<file path="src/rtl/fetch_ctrl.sv">
// Instruction-fetch front end: owns the PC, stalls for a fixed refill time on a cache miss,
// and holds each fetched {pc, instr} in a valid/ready output register. Optional macro:
// FETCH_PERF_CNT_EN adds the saturating hit_cnt/miss_cnt outputs.
module fetch_ctrl #(
    parameter int unsigned ADDR_WIDTH   = 32,
    parameter int unsigned INSTR_WIDTH  = 32,
    parameter logic [ADDR_WIDTH-1:0] RESET_PC = 32'hA75D53D8,
    parameter int unsigned PC_STEP      = 4,
    parameter int unsigned MISS_LATENCY = 100
) (
    input  logic                   clk,
    input  logic                   rst,
    output logic [ADDR_WIDTH-1:0]  pc,
    input  logic                   cache_hit,
    input  logic [INSTR_WIDTH-1:0] cache_instr,
    input  logic                   redirect_valid,
    input  logic [ADDR_WIDTH-1:0]  redirect_pc,
    output logic                   out_valid,
    input  logic                   out_ready,
    output logic [ADDR_WIDTH-1:0]  out_pc,
    output logic [INSTR_WIDTH-1:0] out_instr,
    output logic                   stall
`ifdef FETCH_PERF_CNT_EN
    ,
    output logic [31:0]            hit_cnt,
    output logic [31:0]            miss_cnt
`endif
);

    localparam int unsigned CNT_W = (MISS_LATENCY > 1) ? $clog2(MISS_LATENCY) : 1;

    typedef enum logic [0:0] {StFetch, StMissWait} state_e;

    state_e                 state_q, state_d;
    logic [CNT_W-1:0]       cnt_q, cnt_d;
    logic [ADDR_WIDTH-1:0]  pc_q, pc_d;
    logic                   out_valid_q, out_valid_d;
    logic [ADDR_WIDTH-1:0]  out_pc_q, out_pc_d;
    logic [INSTR_WIDTH-1:0] out_instr_q, out_instr_d;
    logic                   accept;
    logic                   hit_evt, miss_evt;

    assign accept = !out_valid_q || out_ready;

    always_comb begin
        state_d     = state_q;
        cnt_d       = cnt_q;
        pc_d        = pc_q;
        out_valid_d = out_valid_q;
        out_pc_d    = out_pc_q;
        out_instr_d = out_instr_q;
        hit_evt     = 1'b0;
        miss_evt    = 1'b0;
        if (redirect_valid) begin
            // Flush wins over a same-cycle drain or fetch.
            pc_d        = redirect_pc;
            state_d     = StFetch;
            cnt_d       = '0;
            out_valid_d = 1'b0;
        end else begin
            unique case (state_q)
                StFetch: begin
                    if (accept) begin
                        if (cache_hit) begin
                            out_pc_d    = pc_q;
                            out_instr_d = cache_instr;
                            out_valid_d = 1'b1;
                            pc_d        = pc_q + ADDR_WIDTH'(PC_STEP);
                            hit_evt     = 1'b1;
                        end else begin
                            state_d  = StMissWait;
                            cnt_d    = CNT_W'(MISS_LATENCY - 1);
                            miss_evt = 1'b1;
                            if (out_ready) out_valid_d = 1'b0;
                        end
                    end
                end
                StMissWait: begin
                    if (out_ready) out_valid_d = 1'b0;
                    if (cnt_q == '0) state_d = StFetch;
                    else             cnt_d   = cnt_q - 1'b1;
                end
                default: state_d = StFetch;
            endcase
        end
    end

    always_ff @(posedge clk) begin
        if (rst) begin
            state_q     <= StFetch;
            cnt_q       <= '0;
            pc_q        <= RESET_PC;
            out_valid_q <= 1'b0;
            out_pc_q    <= '0;
            out_instr_q <= '0;
        end else begin
            state_q     <= state_d;
            cnt_q       <= cnt_d;
            pc_q        <= pc_d;
            out_valid_q <= out_valid_d;
            out_pc_q    <= out_pc_d;
            out_instr_q <= out_instr_d;
        end
    end

    assign pc        = pc_q;
    assign out_valid = out_valid_q;
    assign out_pc    = out_pc_q;
    assign out_instr = out_instr_q;
    assign stall     = (state_q == StMissWait);

`ifdef FETCH_PERF_CNT_EN
    logic [31:0] hit_cnt_q, miss_cnt_q;

    // Saturating; only rst clears them, a redirect does not.
    always_ff @(posedge clk) begin
        if (rst) begin
            hit_cnt_q  <= '0;
            miss_cnt_q <= '0;
        end else begin
            if (hit_evt && hit_cnt_q != '1)   hit_cnt_q  <= hit_cnt_q + 32'd1;
            if (miss_evt && miss_cnt_q != '1) miss_cnt_q <= miss_cnt_q + 32'd1;
        end
    end

    assign hit_cnt  = hit_cnt_q;
    assign miss_cnt = miss_cnt_q;
`else
    logic unused_evt;
    assign unused_evt = hit_evt ^ miss_evt;
`endif

endmodule

</file>
<file path="config.mk">
export PLATFORM = sky130hd
export DESIGN_NAME = fetch_ctrl
export DESIGN_NICKNAME = d
export VERILOG_FILES = /design/src/rtl/fetch_ctrl.sv
export SDC_FILE = /design/constraint.sdc
export NUM_CORES = 1
export LEC_CHECK = 0
export CAP_MARGIN = 20
export CORE_MARGIN = 4
export CORE_UTILIZATION = 35
export DETAILED_ROUTE_END_ITERATION = 8
export DONT_BUFFER_PORTS = 1
export PLACE_DENSITY = 0.49
export REMOVE_ABC_BUFFERS = 1
export SETUP_SLACK_MARGIN = 0.02
export SYNTH_ARGS = -nofsm -noshare
export SYNTH_HDL_FRONTEND = slang
export SYNTH_SLANG_ARGS = --single-unit
</file>
<file path="constraint.sdc">
create_clock -name clk -period 2.1 [get_ports clk]
set_input_delay 0.315 -clock clk [delete_from_list [all_inputs] [get_ports clk]]
set_output_delay 0.315 -clock clk [all_outputs]
set_load 0.05 [all_outputs]
</file>
; ---- Yosys cells after proc, flatten, opt, wreduce, memory -nomap -nowiden
; Cells that the tools add are included.
[op_classes]
addsub = 2
eq_ne = 4
n_mux = 16
bitwise = 2
n_reduce_logical = 9
[ops]
columns = cell, count
row1 = 32-bit two-way mux, 4
row2 = "32-bit by 3-bit adder with 32-bit output, second input constant", 1
row3 = 7-bit two-way mux, 3
row4 = 7-bit one-hot mux with 2 select lines, 1
row5 = "2-bit != test, second input constant", 4
row6 = 7-bit logical NOT, 1
row7 = "7-bit by 1-bit subtractor with 7-bit output, second input constant", 1
row8 = 1-bit two-way mux, 6
row9 = 3-bit AND reduction, 2
row10 = 1-bit one-hot mux with 2 select lines, 2
row11 = 4-bit AND reduction, 1
row12 = 2-bit nonzero test, 2
row13 = 1-bit inverter, 2
row14 = 2-bit OR reduction, 1
row15 = 1-bit logical NOT, 1
row16 = 1-bit logical OR, 1
[word_totals]
regBits = 105
in_bits = 69
word_cells = 39

; ---- Depth between registers and ports, before layout
; Gate-level depths: netlist (run 1).
[depth]
ltp_word = 5
ltp_mapped = 8

; ---- Worst setup path before layout (run 1)
; No wires, ideal clock.
[synth_timing]
path_type = flip-flop to flip-flop
from = reg pc_q[2] (netlist: pc[2])
to = reg pc_q[16] (netlist: pc[16])
setup_ps = 74
arrival_time_ps = 2201
setup_slack_ps = -176
path_stages_with_launch = 7
path_buffers = 1
synth_period_minus_slack_ps = 2276
cell_sequence = dfxtp_1 -> ha_1 -> nand4_1 -> or3_4 -> buf_6 -> or4_1 -> a31oi_1
[synth_between]
elab_chain_len = 5
[synth_lines]
columns = item, line_no
row1 = from (decl), 36  ; logic [ADDR_WIDTH-1:0] pc_q, pc_d;
row2 = from (signal assigned), 99  ; pc_q <= pc_d;
row3 = 32-bit by 3-bit adder with 32-bit output, 68  ; pc_d = pc_q + ADDR_WIDTH'(PC_STEP);
row4 = 32-bit two-way mux, 64  ; if (cache_hit) begin
row5 = 32-bit two-way mux, 63  ; if (accept) begin
row6 = 32-bit two-way mux, 61  ; unique case (state_q)
row7 = 32-bit two-way mux, 54  ; if (redirect_valid) begin
; Every way passes these cells. The select of a mux whose other input is x is not followed.
; A chain may end at the register's enable or synchronous reset.

; ---- Final worst setup path (run 1)
[layout_timing]
from = reg pc_q[2] (netlist: pc[2])
to = reg pc_q[22] (netlist: pc[22])
; Same word-level chain as after synthesis.

==> results.toml, run 1 <==
[place]
dp_slack_ns = 0.114
placed_cell_area_mm2 = 0.00502
placedCellCount = 765
dp_hpwl_mm = 9.64
place.gp.congestion = 0.793
port_buffers = 0

[clock_network]
clk_pin_slew_worst_paths_ns = 0.07
cts_inserted_buffers = 9
insertion_delay_ns = 0.36
htree_levels = 3
clockRootBuffer = "clkbuf_16"
clockBufferDepth = 2
cts_tree = "built"
ctsHoldBuffers = 0
cts_num_sinks = 105

[power_and_ir_drop]
p_int_mw = 3.14
powerDensity_mw_per_mm2 = 860
switching_power_mw = 1.45
sw_frac_of_total_pct = 31.7
power_mw = 4.59
combPwrFrac_pct = 13.7
ir_drop_uv = 415
seq_power_share_pct = 52.3
leakagePower_nw = 1.89
clock_power_share_pct = 34.0

[global_route]
grt_pass1_vias = 4064
antenna_found_initial = 0
grtUsageTotal_pct = 18.1
gr-total-overflow = 0
grt_max_degree = 111
grt_pass1_wl_mm = 21.6

[setup_path]
crit_fanout = 6
r2r-start = "pc[2]$_SDFFE_PP0P_"
critPathCaptureType = "flop"
start_kind = "flop"
critical_path.max_stage_delay_ns = 0.55
r2r-end = "pc[22]$_SDFFE_PP1P_"
cp_slowest_cell = "or4_1"
criticalPathCategory = "flop to flop"
cp_data_required_time_ns = 2.34
crit_chain = "ha_2, nand4_1, or3_4, or4_1, o311a_1"
worstPathArrival_ns = 2.21
path_delay_family = "simple AND/OR/NAND/NOR gates"
r2r_slack_ns = 0.13
worst_r2r_path_depth = 5
path_buf_inv = 0

[sta]
finalHoldViolCount = 0
report.final.slew_viol_count = 0
fin_crit_ns = 1.97
setup_viol = 0
setup_slack_ns = 0.134
clock.fmax_mhz = 509
worst_pin_slew_ns = 0.728
slew-limit-headroom_pct = 51.4
fin_setup_tns_ns = 0
rsz0062_at_grt = "no"
hold_ws_ns = 0.0318
fin_skew_ns = 0.00765
min_period_over_period_pct = 93.6

[run]
cap_viol_max_count = 0

[detailed_routing]
first_pass_iters = 5
drt_iter0_markers = 215
routed_wl_mm = 14.2
drcViolationCount = 0
num_vias = 4327
postRouteAntennaNets = 0
viasPerCell = 5.51
post_drt_wl_per_cell_um = 18.0

[min_path]
hold-path-endpoint = "out_instr[7]$_SDFFE_PP0P_"
holdPathStages = 1
hold_path.class = "primary input to flop"
min-delay-start = "rst"

[finish]
final_util_pct = 41.6
layout_commonest_cell = "nand2_1"
final_cell_mix = "nand2_1, dfxtp_1, a21oi_1"
drive_gt1_share_pct = 11.7
n_fill_cell = 1323
nets = 681
diodes = 0
post-route-cell-area_mm2 = 0.00533
stdcell_count = 786
syn2layout_area_growth_pct = 14.3

[synthesis]
async_flop_share_pct = 0
yosys_warnings = 0
ys_types = 48
synthCells = 597
ys_ff_latch = 105
ys.flop_type = "dfxtp_1"
avgSynthCellArea_um2 = 7.82
yosys.area.top_type = "dfxtp_1"
syn_area_mm2 = 0.00467
synth_top_area_share_pct = 45.1
synth_edf_count = 0
yosysSeqAreaShare_pct = 45.1
synth_area_leaders = "dfxtp_1, nand2_1, a21oi_1"

[floorplan]
rows = 41
die_y_um = 123
initial_utilization_pct = 36.4
die_area_mm2 = 0.0152
core_mm2 = 0.0128
die_w_um = 123
io_pins = 167

[outcome]
status = "finished clean"
## Yosys cell counts, types with 5 or more instances
master    instances
xnor2_1           5
nand2_1         142
or4_1             7
or3_1            13
nor2_1           27
nand3_1          18
o31ai_1           8
a211oi_1          6
inv_1             9
nor4_1           13
dfxtp_1         105
nand4_1          12
a311oi_1          5
clkbuf_1         38
and4_1            7
nor3b_1           6
nor3_1           24
a21oi_1          75
a31oi_1           8
o21ai_0           7
and3_1            6
## sequential cells by signal, indices dropped and copies added (netlist names)
| register | cells |
|---|---|
| out_pc | 32 |
| pc | 32 |
| out_instr | 32 |
| stall | 1 |
| out_valid | 1 |
| cnt_q | 7 |
## layout make-up
class | instances | area (um^2) | share of cell area, %
clock buffers | 12 | 246 | 4.62
clock inverters | 3 | 17.5 | 0.328
inverters | 9 | 33.8 | 0.633
multi-input cells | 436 | 2350 | 44.1
flip-flops and latches | 105 | 2100 | 39.4
well taps | 172 | 215 | 4.03
repair buffers | 49 | 365 | 6.85
## worst max-delay path by stage
stage,start,to,depth (start not counted)
final,pc[2]$_SDFFE_PP0P_,pc[22]$_SDFFE_PP1P_,5
after global routing,pc[2]$_SDFFE_PP0P_,pc[23]$_SDFFE_PP0P_,6
after CTS,pc[2]$_SDFFE_PP0P_,pc[22]$_SDFFE_PP1P_,5
after detailed placement,pc[2]$_SDFFE_PP0P_,pc[22]$_SDFFE_PP1P_,5
after global placement,pc[2]$_SDFFE_PP0P_,pc[22]$_SDFFE_PP1P_,5
after floorplan,stall$_SDFF_PP0_,out_instr[0]$_SDFFE_PP0P_,4
## power groups by stage
stage	combinational, mW	sequential (mW)	clock [mW]
detailed placement	0.626	2.45	0
floorplan	0.278	2.60	0
global placement	0.611	2.44	0
finish	0.630	2.40	1.56
global route	0.695	2.41	1.71
CTS	0.628	2.40	1.63
## kinds of logic after synthesis
kind of cell	count (synthesis)	share of synthesized area, %
buf+inv	57	5.15
xor+xnor	6	1.13
flops	105	45.1
fa+ha+maj	2	0.536
simple gates	296	30.9
compound gates	127	16.4
mux	4	0.858
## repair_timing
action	in CTS	in global routing
endpoints found under the hold margin	0	0
endpoints found under the setup margin	0	2
resized for setup	0	4
setup buffers	0	5
## layer usage
metal | vias to the layer above | GRT usage [%] | wire (um)
met5 | - | 0 | 0
met4 | 0 | 7.89 | 306
met1 | 2034 | 22.7 | 6180
met3 | 20 | 5.72 | 1250
met2 | 143 | 28.5 | 6440
li1 | 2130 | - | -
No activity file was read; power rests on OpenSTA's default activity.
==> inputs of run 2 (changes only) <==
- CORE_UTILIZATION: 35 -> 40
- PLACE_DENSITY: 0.49 -> not set
- SLEW_MARGIN: not set -> 20
==> results.toml, run 2 (synthesis results as in run 1) <==
[outcome]
status = "finished clean"

[finish]
drive_gt1_share_pct = 11.0
layout_commonest_cell = "nand2_1"
nets = 676
n_fill_cell = 1136
diodes = 0
final_cell_mix = "nand2_1, dfxtp_1, a21oi_1"
syn2layout_area_growth_pct = 14.1

[setup_path]
critical_path.max_stage_delay_ns = 0.55
cp_slowest_cell = "or4_1"
critPathCaptureType = "flop"
r2r-end = "pc[22]$_SDFFE_PP1P_"
worst_r2r_path_depth = 5
r2r-start = "pc[2]$_SDFFE_PP0P_"
crit_chain = "ha_1, nand4_1, or3_4, or4_1, o311a_1"
r2r_slack_ns = 0.13
criticalPathCategory = "flop to flop"
path_buf_inv = 0
path_delay_family = "simple AND/OR/NAND/NOR gates"
worstPathArrival_ns = 2.20
start_kind = "flop"
crit_fanout = 20
cp_data_required_time_ns = 2.33

[clock_network]
cts_inserted_buffers = 9
insertion_delay_ns = 0.34
clockBufferDepth = 2
htree_levels = 3
cts_num_sinks = 105
clk_pin_slew_worst_paths_ns = 0.07
cts_tree = "built"
clockRootBuffer = "clkbuf_16"

[power_and_ir_drop]
leakagePower_nw = 1.91
ir_drop_uv = 543
powerDensity_mw_per_mm2 = 905

[run]
cap_viol_max_count = 0

[global_route]
grt_pass1_wl_mm = 19.8
antenna_found_initial = 0
grtUsageTotal_pct = 18.8
grt_max_degree = 111
gr-total-overflow = 0
grt_pass1_vias = 3851

[sta]
report.final.slew_viol_count = 0
fin_setup_tns_ns = 0
hold_ws_ns = 0.0374
slew-limit-headroom_pct = 58.8
worst_pin_slew_ns = 0.616
finalHoldViolCount = 0
fin_crit_ns = 1.97
fin_skew_ns = 0.0104
clock.fmax_mhz = 507
min_period_over_period_pct = 93.9
setup_viol = 0
rsz0062_at_grt = "no"

[floorplan]
rows = 39
die_y_um = 116
initial_utilization_pct = 40.9
die_w_um = 116
io_pins = 167
core_mm2 = 0.0114
die_area_mm2 = 0.0135

[detailed_routing]
routed_wl_mm = 13.1
drt_iter0_markers = 214
post_drt_wl_per_cell_um = 17.4
first_pass_iters = 5
postRouteAntennaNets = 0
num_vias = 4324
drcViolationCount = 0
viasPerCell = 5.74

[min_path]
hold_path.class = "primary input to flop"
holdPathStages = 1
hold-path-endpoint = "out_instr[30]$_SDFFE_PP0P_"
min-delay-start = "rst"

[place]
place.gp.congestion = 0.830
port_buffers = 0
dp_hpwl_mm = 9.28
## run 2: worst max-delay path by stage
stage                             startpoint                         to  cells after the start
after floorplan             stall$_SDFF_PP0_  out_instr[0]$_SDFFE_PP0P_                      4
after global placement    pc[2]$_SDFFE_PP0P_        pc[23]$_SDFFE_PP0P_                      5
after detailed placement  pc[3]$_SDFFE_PP1P_        pc[23]$_SDFFE_PP0P_                      5
after CTS                 pc[2]$_SDFFE_PP0P_        pc[23]$_SDFFE_PP0P_                      5
after global routing      pc[2]$_SDFFE_PP0P_        pc[22]$_SDFFE_PP1P_                      5
final                     pc[2]$_SDFFE_PP0P_        pc[22]$_SDFFE_PP1P_                      5
## run 2: layer usage
layer	vias to the layer above	GRT usage [%]	wire length [um]
met5	-	0	0
met4	0	7.97	239
met3	19	5.07	1180
met2	162	30.9	6270
met1	2027	23.1	5430
li1	2116	-	-
## run 2: through the flow
step | std cells | util, % | power [mW] | worst slack (ns) | cell area [um^2]
6_report | 753 | 46.6 | 4.82 | 0.129 | 5320
5_1_grt | 753 | 46.6 | 5.06 | 0.0533 | 5320
4_1_cts | 751 | 46.5 | 4.89 | 0.0816 | 5310
3_5_place_dp | 735 | 43.7 | 3.07 | 0.100 | 4980
3_3_place_gp | 735 | 43.7 | 3.05 | 0.134 | 4980
2_1_floorplan | 549 | - | 2.88 | -0.821 | 4460
## run 2: power breakdown
part           switching (mW)  internal [mW]  total, mW
Combinational           0.394          0.200      0.594
Sequential              0.318           2.10       2.42
Clock                   0.724           1.08       1.80
Total                    1.44           3.38       4.82
## run 2: cell type report
| cell class | count | area, um^2 | area share, % |
|---|---|---|---|
| well taps | 143 | 179 | 3.36 |
| inverters | 9 | 33.8 | 0.635 |
| clock buffers | 11 | 243 | 4.56 |
| multi-input cells | 435 | 2330 | 43.9 |
| flip-flops and latches | 105 | 2100 | 39.5 |
| repair buffers | 45 | 350 | 6.58 |
| clock inverters | 5 | 78.8 | 1.48 |
## run 2: what timing repair did
| item | in CTS | in global routing |
|---|---|---|
| buffers inserted | 0 | 2 |
| endpoints found under the hold margin | 0 | 0 |
| hold buffers | 0 | 0 |
| setup endpoints to repair | 0 | 3 |
| resized for setup | 0 | 0 |
==> inputs of run 3 (changes only) <==
- SKIP_CTS_REPAIR_TIMING: not set -> 1
==> results of run 3 <==
Final layout, timing and power as in run 2 (identical DEF).
